<file path="src/rtl/serial_sub_ctrl.sv">
// serial_sub_ctrl: bit-serial A - B - BIN using one full-subtractor cell,
// LSB first, WIDTH cycles per operation, registered result + done pulse.
// Ports: clk, rst_n (async, active-low), start, a, b, bin in;
//        busy, done, diff, bout out; zero, ovf out with SERSUB_FLAGS_EN.
// Optional feature macro: SERSUB_FLAGS_EN (zero / signed-overflow flags).
module serial_sub_ctrl #(
    parameter int WIDTH = 8
) (
    input  logic             clk,
    input  logic             rst_n,
    input  logic             start,
    input  logic [WIDTH-1:0] a,
    input  logic [WIDTH-1:0] b,
    input  logic             bin,
    output logic             busy,
    output logic             done,
    output logic [WIDTH-1:0] diff,
    output logic             bout
`ifdef SERSUB_FLAGS_EN
    ,
    output logic             zero,
    output logic             ovf
`endif
);

    localparam int CW = $clog2(WIDTH);
    localparam logic [CW-1:0] LAST = CW'(WIDTH - 1);

    typedef enum logic [1:0] {
        S_IDLE,
        S_RUN,
        S_DONE
    } state_t;

    state_t           state;
    logic [WIDTH-1:0] sa;
    logic [WIDTH-1:0] sb;
    logic [WIDTH-1:0] dsr;
    logic             brw;
    logic [CW-1:0]    cnt;

    logic             cell_d;
    logic             cell_bo;
    logic [WIDTH-1:0] nxt_d;
    logic             load;

`ifdef SERSUB_FLAGS_EN
    // Operand sign bits are shifted out of sa/sb, so keep them aside.
    logic             am;
    logic             bm;
`endif

    always_comb begin
        cell_d  = sa[0] ^ sb[0] ^ brw;
        cell_bo = (~sa[0] & sb[0]) | (~(sa[0] ^ sb[0]) & brw);
        nxt_d   = {cell_d, dsr[WIDTH-1:1]};
        load    = start && (state != S_RUN);
    end

    always_ff @(posedge clk or negedge rst_n) begin
        if (!rst_n) begin
            state <= S_IDLE;
            busy  <= 1'b0;
            done  <= 1'b0;
            diff  <= '0;
            bout  <= 1'b0;
            sa    <= '0;
            sb    <= '0;
            dsr   <= '0;
            brw   <= 1'b0;
            cnt   <= '0;
`ifdef SERSUB_FLAGS_EN
            zero  <= 1'b0;
            ovf   <= 1'b0;
            am    <= 1'b0;
            bm    <= 1'b0;
`endif
        end else begin
            done <= 1'b0;
            if (load) begin
                sa  <= a;
                sb  <= b;
                brw <= bin;
                cnt <= '0;
`ifdef SERSUB_FLAGS_EN
                am  <= a[WIDTH-1];
                bm  <= b[WIDTH-1];
`endif
            end
            unique case (state)
                S_IDLE: begin
                    if (start) begin
                        state <= S_RUN;
                        busy  <= 1'b1;
                    end
                end
                S_RUN: begin
                    sa  <= {1'b0, sa[WIDTH-1:1]};
                    sb  <= {1'b0, sb[WIDTH-1:1]};
                    dsr <= nxt_d;
                    brw <= cell_bo;
                    if (cnt == LAST) begin
                        diff  <= nxt_d;
                        bout  <= cell_bo;
                        busy  <= 1'b0;
                        done  <= 1'b1;
                        state <= S_DONE;
`ifdef SERSUB_FLAGS_EN
                        zero  <= (nxt_d == '0);
                        ovf   <= (am != bm) && (cell_d != am);
`endif
                    end else begin
                        cnt <= cnt + CW'(1);
                    end
                end
                S_DONE: begin
                    if (start) begin
                        state <= S_RUN;
                        busy  <= 1'b1;
                    end else begin
                        state <= S_IDLE;
                    end
                end
                default: state <= S_IDLE;
            endcase
        end
    end

endmodule
</file>
<file path="config.mk">
export PLATFORM = sky130hd
export DESIGN_NAME = serial_sub_ctrl
export DESIGN_NICKNAME = d
export VERILOG_FILES = /design/src/rtl/serial_sub_ctrl.sv
export SDC_FILE = /design/constraint.sdc
export NUM_CORES = 1
export LEC_CHECK = 0
export BUFFER_PORTS_ARGS = -buffer_cell sky130_fd_sc_hd__buf_2
export CELL_PAD_IN_SITES_DETAIL_PLACEMENT = 0
export CELL_PAD_IN_SITES_GLOBAL_PLACEMENT = 1
export CORE_MARGIN = 2
export CORE_UTILIZATION = 44
export DETAILED_ROUTE_END_ITERATION = 7
export MAX_ROUTING_LAYER = met4
export PLACE_DENSITY = 0.82
export SETUP_SLACK_MARGIN = 0.3
export SLEW_MARGIN = 20
export SYNTH_ARGS = -nofsm -noshare
export SYNTH_HDL_FRONTEND = slang
export SYNTH_SLANG_ARGS = --single-unit
</file>
<file path="constraint.sdc">
create_clock -name clk -period 1.81 [get_ports clk]
set_clock_uncertainty 0.15 [all_clocks]
set_input_delay 0.362 -clock clk [delete_from_list [all_inputs] [get_ports clk]]
set_output_delay 0.362 -clock clk [all_outputs]
set_load 0.03 [all_outputs]
</file>
==> results.cfg <==
[grt]
antenna_found_initial = 0
gr-total-overflow = 0
grtUsageMet2_pct = 25.5
grt_pass1_wl_mm = 5.31
met1_usage_pct = 19.6
grt_max_degree = 24
grt_pass1_vias = 1173
grt_usage_pct = 16.8
busiest_layer = met2
met3_usage_pct = 5.74

[power]
vdd_ir_drop_max_uv = 743
leakage_uw = 0.00112
power.internal_uw = 2450
switching_share_pct = 34.6
clkPwrFrac_pct = 15.7
power_frac_comb_pct = 43.2
power.density_nw_per_um2 = 1710
power.switching_uw = 1300
p_seq_share_pct = 41.0

[finish]
final_util_pct = 58.7
layout-drive-gt1-share_pct = 38.0
nNetsFinal = 202
finalInstanceArea_sq_um = 2200
ff_latch_area_sq_um = 1000
antenna_cells = 0
area_delta_synth_final_pct = 25.4
multi_input_area_sq_um = 733
nFillCells = 327

[sta]
period_minus_slack_ns = 1.64
tns_ns = 0
period_share_pct = 90.5
slew_violations = 0
setup_viol = 0
slew_headroom_pct = 62.4
final-hold-violation-count = 0
timing.fmax_ghz = 0.611
worstMarginPinSlew_ns = 0.564
rsz0062_at_grt = yes
hold_ws_ns = 0.170

[synth]
avgSynthCellArea_sq_um = 12.8
synth_common_cells = dfrtp_1 (40), mux2i_1 (17), o21ai_0 (16)
synthMostInstantiatedCell = dfrtp_1
synth_area_leaders = dfrtp_1 (57%), mux2i_1 (9.7%), mux2_2 (7.1%)
synthCells = 137
async_flop_share_pct = 100
synth_top_cell_by_area = dfrtp_1
ys.flop_type = dfrtp_1
post-synth-top-area-fraction_pct = 57.1
ys_seq_area_share_pct = 57.1
syn-num-nets = 161
netlist_area_sq_um = 1750
ys.warnings.count = 0
synth_seq_cells = 40
synth_edf_count = 0
synth.distinct_cells = 22

[clock_network]
clk_path_buf_depth = 2
path_clk_slew_ns = 0.07
cts_sinks = 40
cts-root-buf = clkbuf_8
numCtsBuffers = 5
htree_levels = 2
cts_tree = yes
clk_latency_ns = 0.28

[route]
vias = 1157
drc = 0
vias_per_cell = 5.10
wl_per_cell_um = 13.3
ant_nets = 0
drtIter0Drc = 45
drt_wl_total_mm = 3.01
firstDrtPassIters = 4

[floorplanning]
pin_count = 31
fp.dieH_um = 67.1
die_x_um = 67.1
die-area_sq_um = 4500
core_sq_um = 3740
start_util_pct = 46.8
fp-row-count = 22

[critical_path]
path_max_fanout = 11
end_kind = flop
crit_arrival_ns = 1.65
start_kind = flop
required_ns = 1.83
path_class = reg2reg

[place]
gp_congestion = 0.759
placement.cell_area_sq_um = 2010
io_buffers = 30
hpwl_mm = 2.08

[run_status]
run_status = complete, no violations

[job]
maxCapViolations = 0

[hold_path]
min_path_type = in2reg
## stage by stage
step	worst slack [ns]	total power [uW]	std cells
2_1_floorplan	0.236	2650	137
3_3_place_gp	0.196	2940	211
3_5_place_dp	0.164	3020	211
4_1_cts	0.168	3750	225
5_1_grt	0.137	4070	227
6_report	0.172	3750	227
## power by group through the flow
| stage | logic (uW) | clock network (uW) | registers (uW) |
|---|---|---|---|
| 2_1_floorplan | 947 | 0 | 1700 |
| 3_3_place_gp | 1410 | 0 | 1520 |
| 3_5_place_dp | 1470 | 0 | 1550 |
| 4_1_cts | 1600 | 620 | 1530 |
| 5_1_grt | 1800 | 675 | 1600 |
| 6_report | 1620 | 590 | 1540 |
## layout make-up
cell class              instances  share of cell area (%)
inverters                       5                   0.855
clock buffers                   8                    4.10
multi-input cells              84                    33.4
well taps                      48                    2.74
repair buffers                 42                    13.3
flip-flops and latches         40                    45.6
## worst max-delay path: stages (launching register included)
cell	delay, ns
dfrtp_1	0.42
ha_4	0.19
ha_4	0.15
nand3b_1	0.12
buf_12	0.15
mux2_2	0.33
## registers in the layout (all words and copies together) (netlist names)
name and cells:
busy 1, sb 8, bout 1, brw 1
sa 8, cnt 3, dsr 7, diff 8
state 2, done 1
## cells in the final DEF (no fill, tap or decap), drive strengths merged, types with 2 or more instances in the layout
cell type / n
nor2b: 2
nor2: 4
a21oi: 2
nand2: 15
inv: 5
dfrtp: 40
a22o: 3
ha: 3
mux2i: 17
buf: 41
o21ai: 16
clkbuf: 8
mux2: 16
## kinds of logic (layout without fill, tap and decap cells)
family | count (synthesis) | in the layout | share of synthesized area [%]
adders and majority gates | 4 | 4 | 3.29
xor gates and xnor gates | 1 | 1 | 0.500
muxes | 33 | 33 | 21.1
DFF | 40 | 40 | 57.1
buffers and inverters | 13 | 55 | 4.43
AOI/OAI and AO/OA | 23 | 23 | 7.64
and+or+nand+nor | 23 | 23 | 5.93
## per-layer routing
layer | vias up | routed length (um) | share of wire (%)
met3 | 8 | 155 | 5.1
met2 | 31 | 1520 | 50
met4 | 0 | 79 | 2.6
met1 | 567 | 1260 | 42
met5 | - | 0 | 0
li1 | 551 | - | -
## worst paths after layout
path	startpoint	end	slack, ns	depth (start not counted)
setup / recovery	cnt[0]	diff[0]	0.17	5
hold / removal	a[7]	sa[7]	0.17	3
setup reg to reg	cnt[0]	diff[0]	0.17	5
hold reg to reg	bout	bout	0.33	2
max in group asynchronous	rst_n	state[0]	0.67	3
min in group asynchronous	rst_n	bout	0.39	2
## what timing repair did
item / CTS / global route
buffers inserted: 5 / 2
resized for setup: 1 / 3
cloned: 0 / 0
hold endpoints to repair: 17 / 0
endpoints found under the setup margin: 20 / 10
hold buffers: 1 / 0
(Power assumes the default switching activity.)
